**src/rtl/pipe_ctrl_pkg.sv**
```systemverilog
// Shared stall-vector encoding, bit indices and redirect FSM state type for pipe_ctrl.
// One stall bit per pipeline register: bit i held, bit i+1 free means a bubble enters stage i+1.
package pipe_ctrl_pkg;

    localparam int STALL_BITS  = 6;
    localparam int INST_ADDR_W = 32;

    localparam int STALL_PC  = 0;
    localparam int STALL_IF  = 1;
    localparam int STALL_ID  = 2;
    localparam int STALL_EX  = 3;
    localparam int STALL_MEM = 4;
    localparam int STALL_WB  = 5;

    localparam logic [STALL_BITS-1:0] STALL_NONE   = 6'b000000;
    localparam logic [STALL_BITS-1:0] STALL_ALL    = 6'b111111;
    localparam logic [STALL_BITS-1:0] STALL_BY_MEM = 6'b011111;
    localparam logic [STALL_BITS-1:0] STALL_BY_ID  = 6'b000111;
    localparam logic [STALL_BITS-1:0] STALL_BY_IF  = 6'b000011;

    typedef enum logic {
        ST_IDLE = 1'b0,
        ST_PEND = 1'b1
    } pend_state_e;

    // Highest-priority requester wins; a frozen pipeline overrides everything.
    function automatic logic [STALL_BITS-1:0] stall_encode(
        input logic rdy,
        input logic req_mem,
        input logic req_id,
        input logic req_if
    );
        logic [STALL_BITS-1:0] vec;
        vec = STALL_NONE;
        if (!rdy) begin
            vec = STALL_ALL;
        end else if (req_mem) begin
            vec = STALL_BY_MEM;
        end else if (req_id) begin
            vec = STALL_BY_ID;
        end else if (req_if) begin
            vec = STALL_BY_IF;
        end
        return vec;
    endfunction

endpackage

```
**src/rtl/pipe_ctrl_sat_counter.sv**
```systemverilog
// Saturating event counter with synchronous clear; holds at all-ones instead of wrapping.
// Count is visible the cycle after the qualifying event; clear has priority over enable.
module pipe_ctrl_sat_counter #(
    parameter int CNT_W = 32
) (
    input  logic             clk,
    input  logic             clr_i,
    input  logic             en_i,
    output logic [CNT_W-1:0] cnt_o
);

    logic [CNT_W-1:0] cnt_q;
    logic [CNT_W-1:0] cnt_d;
    logic             at_max;

    assign at_max = &cnt_q;

    always_comb begin
        cnt_d = cnt_q;
        if (clr_i) begin
            cnt_d = '0;
        end else if (en_i && !at_max) begin
            cnt_d = cnt_q + 1'b1;
        end
    end

    always_ff @(posedge clk) begin
        cnt_q <= cnt_d;
    end

    assign cnt_o = cnt_q;

endmodule

```
**src/rtl/pipe_ctrl.sv**
```systemverilog
// Pipeline hazard controller: stall vector, mispredict flush/redirect, and pending redirect held while PC is frozen.
// Stall/flush/redirect are combinational in the request cycle; counters and pending state update on posedge.
module pipe_ctrl
    import pipe_ctrl_pkg::*;
#(
    parameter int STALL_W = STALL_BITS,
    parameter int ADDR_W  = INST_ADDR_W,
    parameter int CNT_W   = INST_ADDR_W
) (
    input  logic               clk,
    input  logic               rst,
    input  logic               rdy,
    input  logic               stallreq_if,
    input  logic               stallreq_id,
    input  logic               stallreq_mem,
    input  logic               ex_mispredict,
    input  logic [ADDR_W-1:0]  ex_target_pc,
    output logic [STALL_W-1:0] stall_sign,
    output logic               flush,
    output logic               pc_redirect,
    output logic [ADDR_W-1:0]  pc_target,
    output logic [CNT_W-1:0]   stall_cnt,
    output logic [CNT_W-1:0]   flush_cnt
);

    pend_state_e       state_q;
    logic [ADDR_W-1:0] pend_pc_q;
    logic              pend_valid;

    logic [STALL_BITS-1:0] stall_vec;
    logic                  pc_frozen;
    logic                  ex_held;
    logic                  accept;
    logic                  redirect_now;

    logic [CNT_W-1:0] stall_cnt_raw;
    logic [CNT_W-1:0] flush_cnt_raw;

    assign pend_valid = (state_q == ST_PEND);

    always_comb begin
        stall_vec = STALL_NONE;
        if (rst) begin
            stall_vec = stall_encode(rdy, stallreq_mem, stallreq_id, stallreq_if);
        end
    end

    assign stall_sign = STALL_W'(stall_vec);
    assign pc_frozen  = stall_vec[STALL_PC];
    assign ex_held    = stall_vec[STALL_EX];

    // A mispredict arriving while EX is held is not lost: EX keeps presenting it.
    assign accept = rst && ex_mispredict && !ex_held;

    assign redirect_now = rst && !pc_frozen && (accept || pend_valid);

    always_comb begin
        flush       = 1'b0;
        pc_redirect = 1'b0;
        pc_target   = '0;
        if (rst) begin
            flush = accept || pend_valid;
            if (redirect_now) begin
                pc_redirect = 1'b1;
                pc_target   = accept ? ex_target_pc : pend_pc_q;
            end
        end
    end

    // A fresh accept while pending replaces the saved target before any release is considered.
    always_ff @(posedge clk) begin
        if (!rst) begin
            state_q   <= ST_IDLE;
            pend_pc_q <= '0;
        end else if (rdy) begin
            case (state_q)
                ST_IDLE: begin
                    if (accept && pc_frozen) begin
                        state_q   <= ST_PEND;
                        pend_pc_q <= ex_target_pc;
                    end
                end
                ST_PEND: begin
                    if (accept && pc_frozen) begin
                        pend_pc_q <= ex_target_pc;
                    end else if (!pc_frozen) begin
                        state_q <= ST_IDLE;
                    end
                end
                default: begin
                    state_q <= ST_IDLE;
                end
            endcase
        end
    end

    pipe_ctrl_sat_counter #(
        .CNT_W (CNT_W)
    ) u_stall_cnt (
        .clk   (clk),
        .clr_i (!rst),
        .en_i  (rdy && pc_frozen),
        .cnt_o (stall_cnt_raw)
    );

    pipe_ctrl_sat_counter #(
        .CNT_W (CNT_W)
    ) u_flush_cnt (
        .clk   (clk),
        .clr_i (!rst),
        .en_i  (accept),
        .cnt_o (flush_cnt_raw)
    );

    assign stall_cnt = rst ? stall_cnt_raw : '0;
    assign flush_cnt = rst ? flush_cnt_raw : '0;

endmodule

```
**config.mk**
```make
export PLATFORM = sky130hd
export DESIGN_NAME = pipe_ctrl
export DESIGN_NICKNAME = d
export VERILOG_FILES = /design/src/rtl/pipe_ctrl_pkg.sv /design/src/rtl/pipe_ctrl_sat_counter.sv /design/src/rtl/pipe_ctrl.sv
export SDC_FILE = /design/constraint.sdc
export NUM_CORES = 1
export LEC_CHECK = 0
export CAP_MARGIN = 10
export CORE_MARGIN = 1.5
export CORE_UTILIZATION = 33
export DETAILED_ROUTE_END_ITERATION = 8
export GPL_TIMING_DRIVEN = 0
export MAX_ROUTING_LAYER = met4
export SETUP_SLACK_MARGIN = 0.1
export SLEW_MARGIN = 25
export SYNTH_ARGS = -nofsm -noshare
export SYNTH_HDL_FRONTEND = slang
export SYNTH_SLANG_ARGS = --single-unit
```
**constraint.sdc**
```tcl
create_clock -name clk -period 4.58 [get_ports clk]
set_input_delay 0.687 -clock clk [delete_from_list [all_inputs] [get_ports clk]]
set_output_delay 0.687 -clock clk [all_outputs]
set_load 0.005 [all_outputs]
```
==> run metrics, run 1 <==
RSZ-0062 raised after global routing no; clock tree buffer depth 2; Yosys warning total 0; Syn Nets 750; Worst Hold Class reg2reg; Simple-Gate Fraction of Synth Area 0.377; input/output buffers around 140; TritonCTS Buffers 9; total power draw 1.75 mW; Distinct cells, synth 50; Die Width approximately 130 µm; CTS sink cnt 97; commonest cells in the netlist nand2_1, dfxtp_1, a21oi_1, and2_1, nor2_1; final setup TNS 0 ps; Pleak around 2.5 nW; Post-DP HPWL 11,900 µm; P per Cell Area roughly 240 nW/µm²; largest net degree at the start of global routing 16; final setup violating endpoints 0; Synth Area in Compound Gates 0.123; Root Buffer clkbuf_16; Final Hold Viols 0; ys flop type dfxtp_1; data arrival time of the critical path 3520 ps; routability-driven placement congestion ratio around 0.81; mux share of post-synthesis cell area 0.0619; final WL 16,400 µm; Syn Inst Count 709; ys async rst share 0; synthesized flop and latch total 97; outcome finished, final reports clean; Vias/cell 4.99; top-count cell post-synth nand2_1; ant diodes 0; synth top area cells dfxtp_1, nand2_1, a21oi_1, and2_1, mux2_2; worst hold stages 2; Synth area leader dfxtp_1; clock latency on the worst-skew pair 360 ps; hold_sp pend_pc_q[6]; Critical R2R Launch u_stall_cnt.cnt_o[0]; largest family of logic cells by synthesized area simple AND/OR/NAND/NOR gates; # rows 46; Layout area overhead 37.9%; syn avg cell area around 7.4 µm²; Yosys top cell area share 0.368; CP Class in2out; Non-Filler Instances 1,083; antenna violations before repair 0; post-synthesis cell area 5280 µm²; core area 15,800 µm²; final worst slack 373 ps; Post-Synth XOR/XNOR Area 0.0183; first-pass GRT wire length 25,600 µm; gr usage total 0.203; Routed Antenna Nets 0; crit end category output port; die area 16,800 µm²; Die Ht 129 µm; DR WL/cell about 15 µm; EDFF count, synth 0; Starting Density 0.334; vias in the first global route ~5,000; drt first-iter violations 340; WHS 456 ps; DR pass1 iterations 4; Worst EP required 3890 ps; CP startpoint kind input port; CTS tree built; vias 5,406; Critical R2R Capture u_stall_cnt.cnt_o[15]; reg2reg path depth 7; Max FO, Critical Path 10; Layout Skew 12.0 ps; layout cells sized above 1 0.0692; clock-pin slew on the worst setup and hold paths around 70 ps; # nets final 903; gr ovfl total 0; Peak supply drop 0.169 mV; final-layout fill cell count ~1,600; Slew @ Worst Pin 836 ps; max-slew violations 0; Post CTS Setup Buffer Count 0; Rel. slew slack 0.438; max cap viols 0; register-to-register setup slack 1820 ps; Place WS 139 ps; f_max 238 MHz; Worst Hold End pend_pc_q[6]; min Tclk post-route 4210 ps; dpl cells 1,067; Period Utilization, post-route 0.918; Boundary Pins 143; sequential-to-total area share from yosys stat 0.368; htree depth 3; drt drc 0; area share of fa/ha/maj cells after synthesis 0.00474
## per-layer routing
metal  up-vias  track usage  routed length (µm)
met2       126        0.338                7850
met3        14       0.0396                 740
met4         0       0.0510                 189
li1       2751            -                   -
met5         -            -                   0
met1      2515        0.253                7640
## flip-flops by register name (all words and copies together) (netlist names)
signal             cells
pend_pc_q             32
pend_valid             1
u_flush_cnt.cnt_o     32
u_stall_cnt.cnt_o     32
## kinds of logic (layout without fill, tap and decap cells)
kind of cell    after synthesis  in the layout
simple gates                395            395
flops                        97             97
buf+inv                      56            214
fa+ha+maj                     2              2
xor+xnor                     11             11
mux                          29             29
compound gates              119            119
## cell usage in the layout (no fill, tap or decap), types with 4 or more instances in the layout
cell type / instances
a21oi_1: 80
and2_1: 57
and3_1: 8
and4_1: 7
buf_1: 5
clkbuf_1: 27
clkbuf_16: 9
clkbuf_2: 4
clkbuf_8: 4
clkdlybuf4s50_1: 142
dfxtp_1: 97
inv_1: 14
mux2_1: 5
mux2_2: 20
nand2_1: 165
nand2b_1: 5
nand3_1: 22
nand4_1: 18
nor2_1: 53
nor3_1: 12
nor4_1: 10
o21ai_0: 20
o31ai_1: 7
or3_1: 12
or4_1: 9
xnor2_1: 10
## cell type report
class | instances | area [µm²] | area share
plain buffers | 42 | 198 | 0.0272
clock buffers | 13 | 280 | 0.0385
clock inverters | 3 | 22.5 | 0.00310
inverters | 14 | 52.6 | 0.00722
multi-input cells | 556 | 3090 | 0.424
flip-flops and latches | 97 | 1940 | 0.267
well taps | 216 | 270 | 0.0372
repair buffers | 142 | 1420 | 0.195
## stage by stage
stage,cell area (µm²),util
5_1_grt,7270,0.461
3_5_place_dp,6970,0.442
2_1_floorplan,5280,-
6_report,7270,0.461
4_1_cts,7270,0.461
3_3_place_gp,6970,0.442
## report_power, final
part	switching, mW	total, mW	internal (mW)
Sequential	0.00569	0.856	0.851
Combinational	0.0697	0.126	0.0567
Clock	0.343	0.771	0.428
Total	0.418	1.75	1.34
## worst max-delay path, stage by stage
cell,delay (ps)
clkdlybuf4s50_1,620
clkdlybuf4s50_2,700
clkbuf_1,360
clkbuf_2,350
and2_1,200
buf_4,100
clkdlybuf4s50_1,490
## repair_timing
action | in CTS | in global routing
gates resized for setup | 0 | 7
hold buffers | 0 | 0
endpoints found under the hold margin | 0 | 0
setup endpoints to repair | 0 | 35
## worst max path at each step
stage / startpoint / cells after the start / to / slack, ps
floorplan: rst / 5 / stall_sign[4] / 1930
global placement: rdy / 8 / pc_target[29] / 150
detailed placement: rst / 7 / stall_sign[4] / 140
CTS: rst / 7 / stall_sign[4] / 140
global route: rst / 8 / pc_target[30] / 190
finish: rst / 7 / stall_sign[4] / 370
No activity file was read; power rests on OpenSTA's default activity.
==> run 2, diff against run 1 <==
--- a/config.mk
+++ b/config.mk
@@ -6,11 +6,15 @@
 export NUM_CORES = 1
 export LEC_CHECK = 0
 export CAP_MARGIN = 10
+export CELL_PAD_IN_SITES_DETAIL_PLACEMENT = 0
+export CELL_PAD_IN_SITES_GLOBAL_PLACEMENT = 1
 export CORE_MARGIN = 1.5
 export CORE_UTILIZATION = 33
 export DETAILED_ROUTE_END_ITERATION = 8
 export GPL_TIMING_DRIVEN = 0
+export HOLD_SLACK_MARGIN = 0.1
 export MAX_ROUTING_LAYER = met4
+export PLACE_DENSITY_LB_ADDON = 0.1
 export SETUP_SLACK_MARGIN = 0.1
 export SLEW_MARGIN = 25
 export SYNTH_ARGS = -nofsm -noshare
==> run 2 against run 1 <==
Net effect: first-iteration DRC count decreased by 23%; total power grew 1.1%; clock power grew 2%; critical path type unchanged; fmax fell by 1.6%; routed wire length is 1.9% higher; sequential share of layout area about the same; via count grew 1.0%; utilization hardly changed; design area about the same; non-clock buffer count unchanged; combinational power barely moved; register-to-register slack lost 40 ps.
==> run metrics, run 2 (same netlist as run 1, synthesis figures left out) <==
CP startpoint kind input port; Slew @ Worst Pin 811 ps (-25.3 ps); vias in the first global route 4,986 (+0.40%); P per Cell Area 243 nW/µm² (+0.98%); outcome finished, final reports clean; Starting Density 0.334 (unchanged); core area 15,800 µm² (unchanged); commonest non-fill, non-tap cell in the layout nand2_1; Internal 1.38 mW (+3.0%); Post-DP HPWL 12,400 µm (+4.0%); vias 5,462 (+1.0%); register area 1940 µm² (unchanged); worst hold stages 2 (unchanged); switching power 0.397 mW (-5.1%); htree depth 3 (unchanged); Pleak 2.49 nW (+0.52%); Die Width 129 µm (unchanged); # nets final 903 (unchanged); clock latency on the worst-skew pair 350 ps (about the same); crit end category output port; layout cells sized above 1 0.0669 (-0.00231); final setup TNS 0 ps (unchanged); routability-driven placement congestion ratio 0.825 (+1.5%); Root Buffer clkbuf_16; # rows 46 (unchanged); Rel. slew slack 0.455 (+0.0170); DR pass1 iterations 5 (+1); first-pass GRT wire length 26,300 µm (+2.7%); Critical R2R Capture u_stall_cnt.cnt_o[15]; Vias/cell 5.04 (+1.0%); final-layout fill cell count 1,633 (-0.67%); Period Utilization, post-route 0.934 (+0.0151); final WL 16,700 µm (+1.9%); max cap viols 0 (unchanged); Worst Hold End pend_pc_q[31]; Worst Hold Class reg2reg; Peak supply drop 0.166 mV (-2.3%); Layout Skew 6.17 ps (-5.82 ps); gr usage total 0.209 (+0.00569); clock-pin slew on the worst setup and hold paths 60 ps (about the same); WHS 454 ps (-1.52 ps); max-slew violations 0 (unchanged); data arrival time of the critical path 3590 ps (+70 ps); most frequent cells in the layout nand2_1, clkdlybuf4s50_1, dfxtp_1; Worst EP required 3890 ps (about the same); CTS tree built; Die Ht 129 µm (unchanged); reg2reg path depth 7 (unchanged); register-to-register setup slack 1780 ps (-40 ps); footprint of the multi-input gates 3090 µm² (unchanged); Routed Antenna Nets 0 (unchanged); Max FO, Critical Path 10 (unchanged); die area 16,800 µm² (unchanged); sequential power share 0.483 (-0.005); RSZ-0062 raised after global routing no; input/output buffers 142 (unchanged); f_max 234 MHz (-1.6%); CP Class in2out; Boundary Pins 143 (unchanged); Final Hold Viols 0 (unchanged); Comb power frac 0.072 (about the same); largest net degree at the start of global routing 15 (-1); min Tclk post-route 4280 ps (+69.3 ps); DR WL/cell 15.4 µm (+1.9%); final setup violating endpoints 0 (unchanged); hold_sp pend_pc_q[31]; clock tree buffer depth 2 (unchanged); drt first-iter violations 263 (-23%); gr ovfl total 0 (unchanged); CTS sink cnt 97 (unchanged); Switching Share 0.224 (-0.0145); Layout area overhead 38.0% (about the same); TritonCTS Buffers 9 (unchanged); clock share of power 0.444 (+0.004); ant diodes 0 (unchanged); antenna violations before repair 0 (unchanged); drt drc 0 (unchanged); Critical R2R Launch u_stall_cnt.cnt_o[0]
## run 2: cell count changes in the layout (fill, tap and decap cells not counted), sizes merged
cell / delta
clkbuf: +2
bufinv: +1
buf: -1
clkinv: +1
clkinvlp: -3
## run 2: how the worst max path moves through the flow
| stage | end | depth (start not counted) | slack, ps | start |
|---|---|---|---|---|
| after global routing | stall_cnt[26] | 6 | 110 | rst |
| after floorplan | stall_sign[4] | 5 | 1930 | rst |
| after detailed placement | stall_sign[1] | 8 | 70 | rst |
| final | stall_sign[4] | 7 | 300 | rst |
| after CTS | stall_sign[4] | 7 | 140 | rst |
| after global placement | stall_sign[1] | 8 | 80 | rst |
## run 2: worst max-delay path, stage by stage
cell and delay [ps]:
clkdlybuf4s50_1 630, clkdlybuf4s50_2 740, clkbuf_1 410, clkbuf_2 330, and2_1 180, buf_4 100, clkdlybuf4s50_1 500
## run 2: through the flow
stage	util	instances	total power, mW	worst slack (ps)	area (µm²)
2_1_floorplan	-	709	0.926	1930	5280
3_3_place_gp	0.442	1067	1.00	84.1	6970
3_5_place_dp	0.442	1067	1.00	70.9	6970
4_1_cts	0.461	1083	1.80	137	7280
5_1_grt	0.462	1083	1.84	109	7280
6_report	0.462	1083	1.77	304	7280
## run 2: power by group through the flow
stage / combinational, mW / sequential, mW / clock, mW
finish: 0.128 / 0.857 / 0.788
global placement: 0.127 / 0.875 / 0
floorplan: 0.0524 / 0.874 / 0
global route: 0.141 / 0.857 / 0.842
detailed placement: 0.129 / 0.876 / 0
CTS: 0.130 / 0.856 / 0.813
## run 2: routing by layer
metal  global-route usage  routed length (µm)  share of wire  vias to the layer above
met2                0.352                8200           0.49                      130
met5                    -                   0              0                        -
met4               0.0549                 238          0.014                        0
met3               0.0326                 594          0.036                       13
li1                     -                   -              -                     2735
met1                0.260                7690           0.46                     2584
## run 2: repair_timing
item	in CTS	in global routing
pin swaps	0	0
resized for setup	1	4
setup endpoints to repair	1	33
setup buffers	0	0
endpoints found under the hold margin	0	0
hold buffers	0	0
## run 2: layout make-up
class | count | share of cell area
clock buffers | 14 | 0.0376
repair buffers | 142 | 0.195
clock inverters | 2 | 0.00481
flip-flops and latches | 97 | 0.267
well taps | 216 | 0.0371
multi-input cells | 556 | 0.424
plain buffers | 42 | 0.0272
inverters | 14 | 0.00722
==> run 3, diff against run 2 <==
--- a/config.mk
+++ b/config.mk
@@ -8,13 +8,12 @@
 export CAP_MARGIN = 10
 export CELL_PAD_IN_SITES_DETAIL_PLACEMENT = 0
 export CELL_PAD_IN_SITES_GLOBAL_PLACEMENT = 1
-export CORE_MARGIN = 1.5
 export CORE_UTILIZATION = 33
 export DETAILED_ROUTE_END_ITERATION = 8
 export GPL_TIMING_DRIVEN = 0
 export HOLD_SLACK_MARGIN = 0.1
 export MAX_ROUTING_LAYER = met4
-export PLACE_DENSITY_LB_ADDON = 0.1
+export PLACE_DENSITY = 0.82
 export SETUP_SLACK_MARGIN = 0.1
 export SLEW_MARGIN = 25
 export SYNTH_ARGS = -nofsm -noshare
==> run 3 against run 2 <==
Net effect: design area up 0.21%; global-route usage down 0.18 points; critical path depth unchanged; routed wire length down 2.7%; hold slack about the same; via count down 0.84%; die area down 1.5%; combinational power about the same; critical endpoint unchanged.
==> run metrics, run 3 (same netlist as run 1, synthesis figures left out) <==
P per Cell Area 250 nW/µm² (+2.9%); die area 16,500 µm² (-1.5%); CP startpoint kind input port; register-to-register setup slack 1730 ps (-50 ps); Worst Hold Class reg2reg; CTS sink cnt 97 (unchanged); final setup violating endpoints 0 (unchanged); max cap viols 0 (unchanged); clock latency on the worst-skew pair 350 ps (about the same); fin area 7300 µm² (+0.21%); TritonCTS Buffers 9 (unchanged); metal2 WL 7710 µm (-6.0%); Slew @ Worst Pin 819 ps (+8.13 ps); reg2reg path depth 7 (unchanged); layout cells sized above 1 0.0692 (+0.00231); Boundary Pins 143 (unchanged); Die Ht 128 µm (-0.77%); Routed Antenna Nets 0 (unchanged); most frequent cells in the layout nand2_1, clkdlybuf4s50_1, dfxtp_1; Worst Hold End pend_pc_q[7]; largest net degree at the start of global routing 16 (+1); Critical R2R Capture u_stall_cnt.cnt_o[23]; metal3 WL 679 µm (+14%); gr ovfl total 0 (unchanged); Root Buffer clkbuf_16; RSZ-0062 raised after global routing no; vias in the first global route 4,998 (+0.24%); DR WL/cell 15.1 µm (-2.3%); Starting Density 0.342 (+0.00743); clock tree buffer depth 2 (unchanged); Critical R2R Launch u_stall_cnt.cnt_o[0]; Post-DP HPWL 11,800 µm (-4.6%); # nets final 903 (unchanged); htree depth 3 (unchanged); final WL 16,300 µm (-2.7%); Peak supply drop 0.214 mV (+29%); hold_sp pend_pc_q[7]; Layout Skew 5.34 ps (-0.832 ps); Layout area overhead 38.3%; core area 15,400 µm² (-2.2%); uppermost layer routed met4; max-slew violations 0 (unchanged); Die Width 128 µm (-0.77%); commonest non-fill, non-tap cell in the layout nand2_1; f_max 237 MHz (+1.5%); CP Class in2out; final setup TNS 0 ps (unchanged); worst hold stages 2 (unchanged); drt first-iter violations 269 (+2.3%); Max FO, Critical Path 10 (unchanged); gr usage total 0.207 (-0.00182); routability-driven placement congestion ratio 0.822 (-0.39%); input/output buffers 142 (unchanged); drt drc 0 (unchanged); DR pass1 iterations 5 (unchanged); clock-pin slew on the worst setup and hold paths 70 ps (about the same); final-layout fill cell count 1,627 (-0.37%); Period Utilization, post-route 0.920 (-0.0139); min Tclk post-route 4210 ps (-63.8 ps); CTS tree built; Post-DP Area 6960 µm² (about the same); Worst EP required 3890 ps (about the same); data arrival time of the critical path 3530 ps (-60 ps); Pleak 2.50 nW (+0.35%); outcome finished, final reports clean; Final Hold Viols 0 (unchanged); Rel. slew slack 0.450 (-0.00546); antenna violations before repair 0 (unchanged); first-pass GRT wire length 25,900 µm (-1.7%); DRT met1 WL 7720 µm (+0.30%); # rows 45 (-2.2%); vias 5,416 (-0.84%); Vias/cell 5.02 (-0.38%); crit end category output port; ant diodes 0 (unchanged)
-- run 3: cell type report --
class,count,area [µm²],share of cell area
multi-input combinational,556,3090,0.423
sequential,97,1940,0.266
timing repair buffer,142,1420,0.195
tap,211,264,0.0362
clock buffer,11,253,0.0346
buffer,42,198,0.0271
clock inverter,5,77.6,0.0106
inverter,14,52.6,0.00720
-- run 3: worst max-delay path by stage --
stage | startpoint | endpoint | slack (ps) | depth (start not counted)
global route | rdy | pc_target[19] | 150 | 8
floorplan | rst | stall_sign[4] | 1930 | 5
CTS | rst | stall_sign[4] | 160 | 7
global placement | rst | stall_sign[4] | 200 | 7
finish | rst | stall_sign[4] | 370 | 7
detailed placement | rst | stall_sign[4] | 160 | 7
-- run 3: power by group --
part | total (mW) | switching [mW] | internal (mW) | leakage, nW
Sequential | 0.856 | 0.00577 | 0.851 | 0.782
Combinational | 0.126 | 0.0693 | 0.0567 | 1.55
Clock | 0.845 | 0.338 | 0.507 | 0.162
-- run 3: worst max-delay path, cell delays in order --
cell,delay (ps)
clkdlybuf4s50_1,620
clkdlybuf4s50_2,710
clkbuf_1,390
clkbuf_2,340
and2_1,190
buf_4,100
clkdlybuf4s50_1,490
-- run 3: through the flow --
stage	utilization	hold slack, ps	setup slack (ps)	cells	total power [mW]
after global placement	0.451	443	196	1062	1.00
final	0.473	454	368	1078	1.83
after detailed placement	0.451	447	160	1062	1.00
after CTS	0.473	456	161	1078	1.85
after floorplan	-	437	1930	709	0.926
after global routing	0.473	473	151	1078	1.90
-- run 3: layer usage --
layer  up-vias  GRT usage
met2       112      0.332
met5         -          -
met3        18     0.0416
met1      2535      0.266
met4         0     0.0471
li1       2751          -
-- run 3: timing repair --
| action | 4_1_cts | 5_1_grt |
|---|---|---|
| hold endpoints to repair | 0 | 0 |
| hold buffers | 0 | 0 |
| buffers inserted | 0 | 0 |
| resized for setup | 0 | 6 |
| setup endpoints to repair | 0 | 30 |
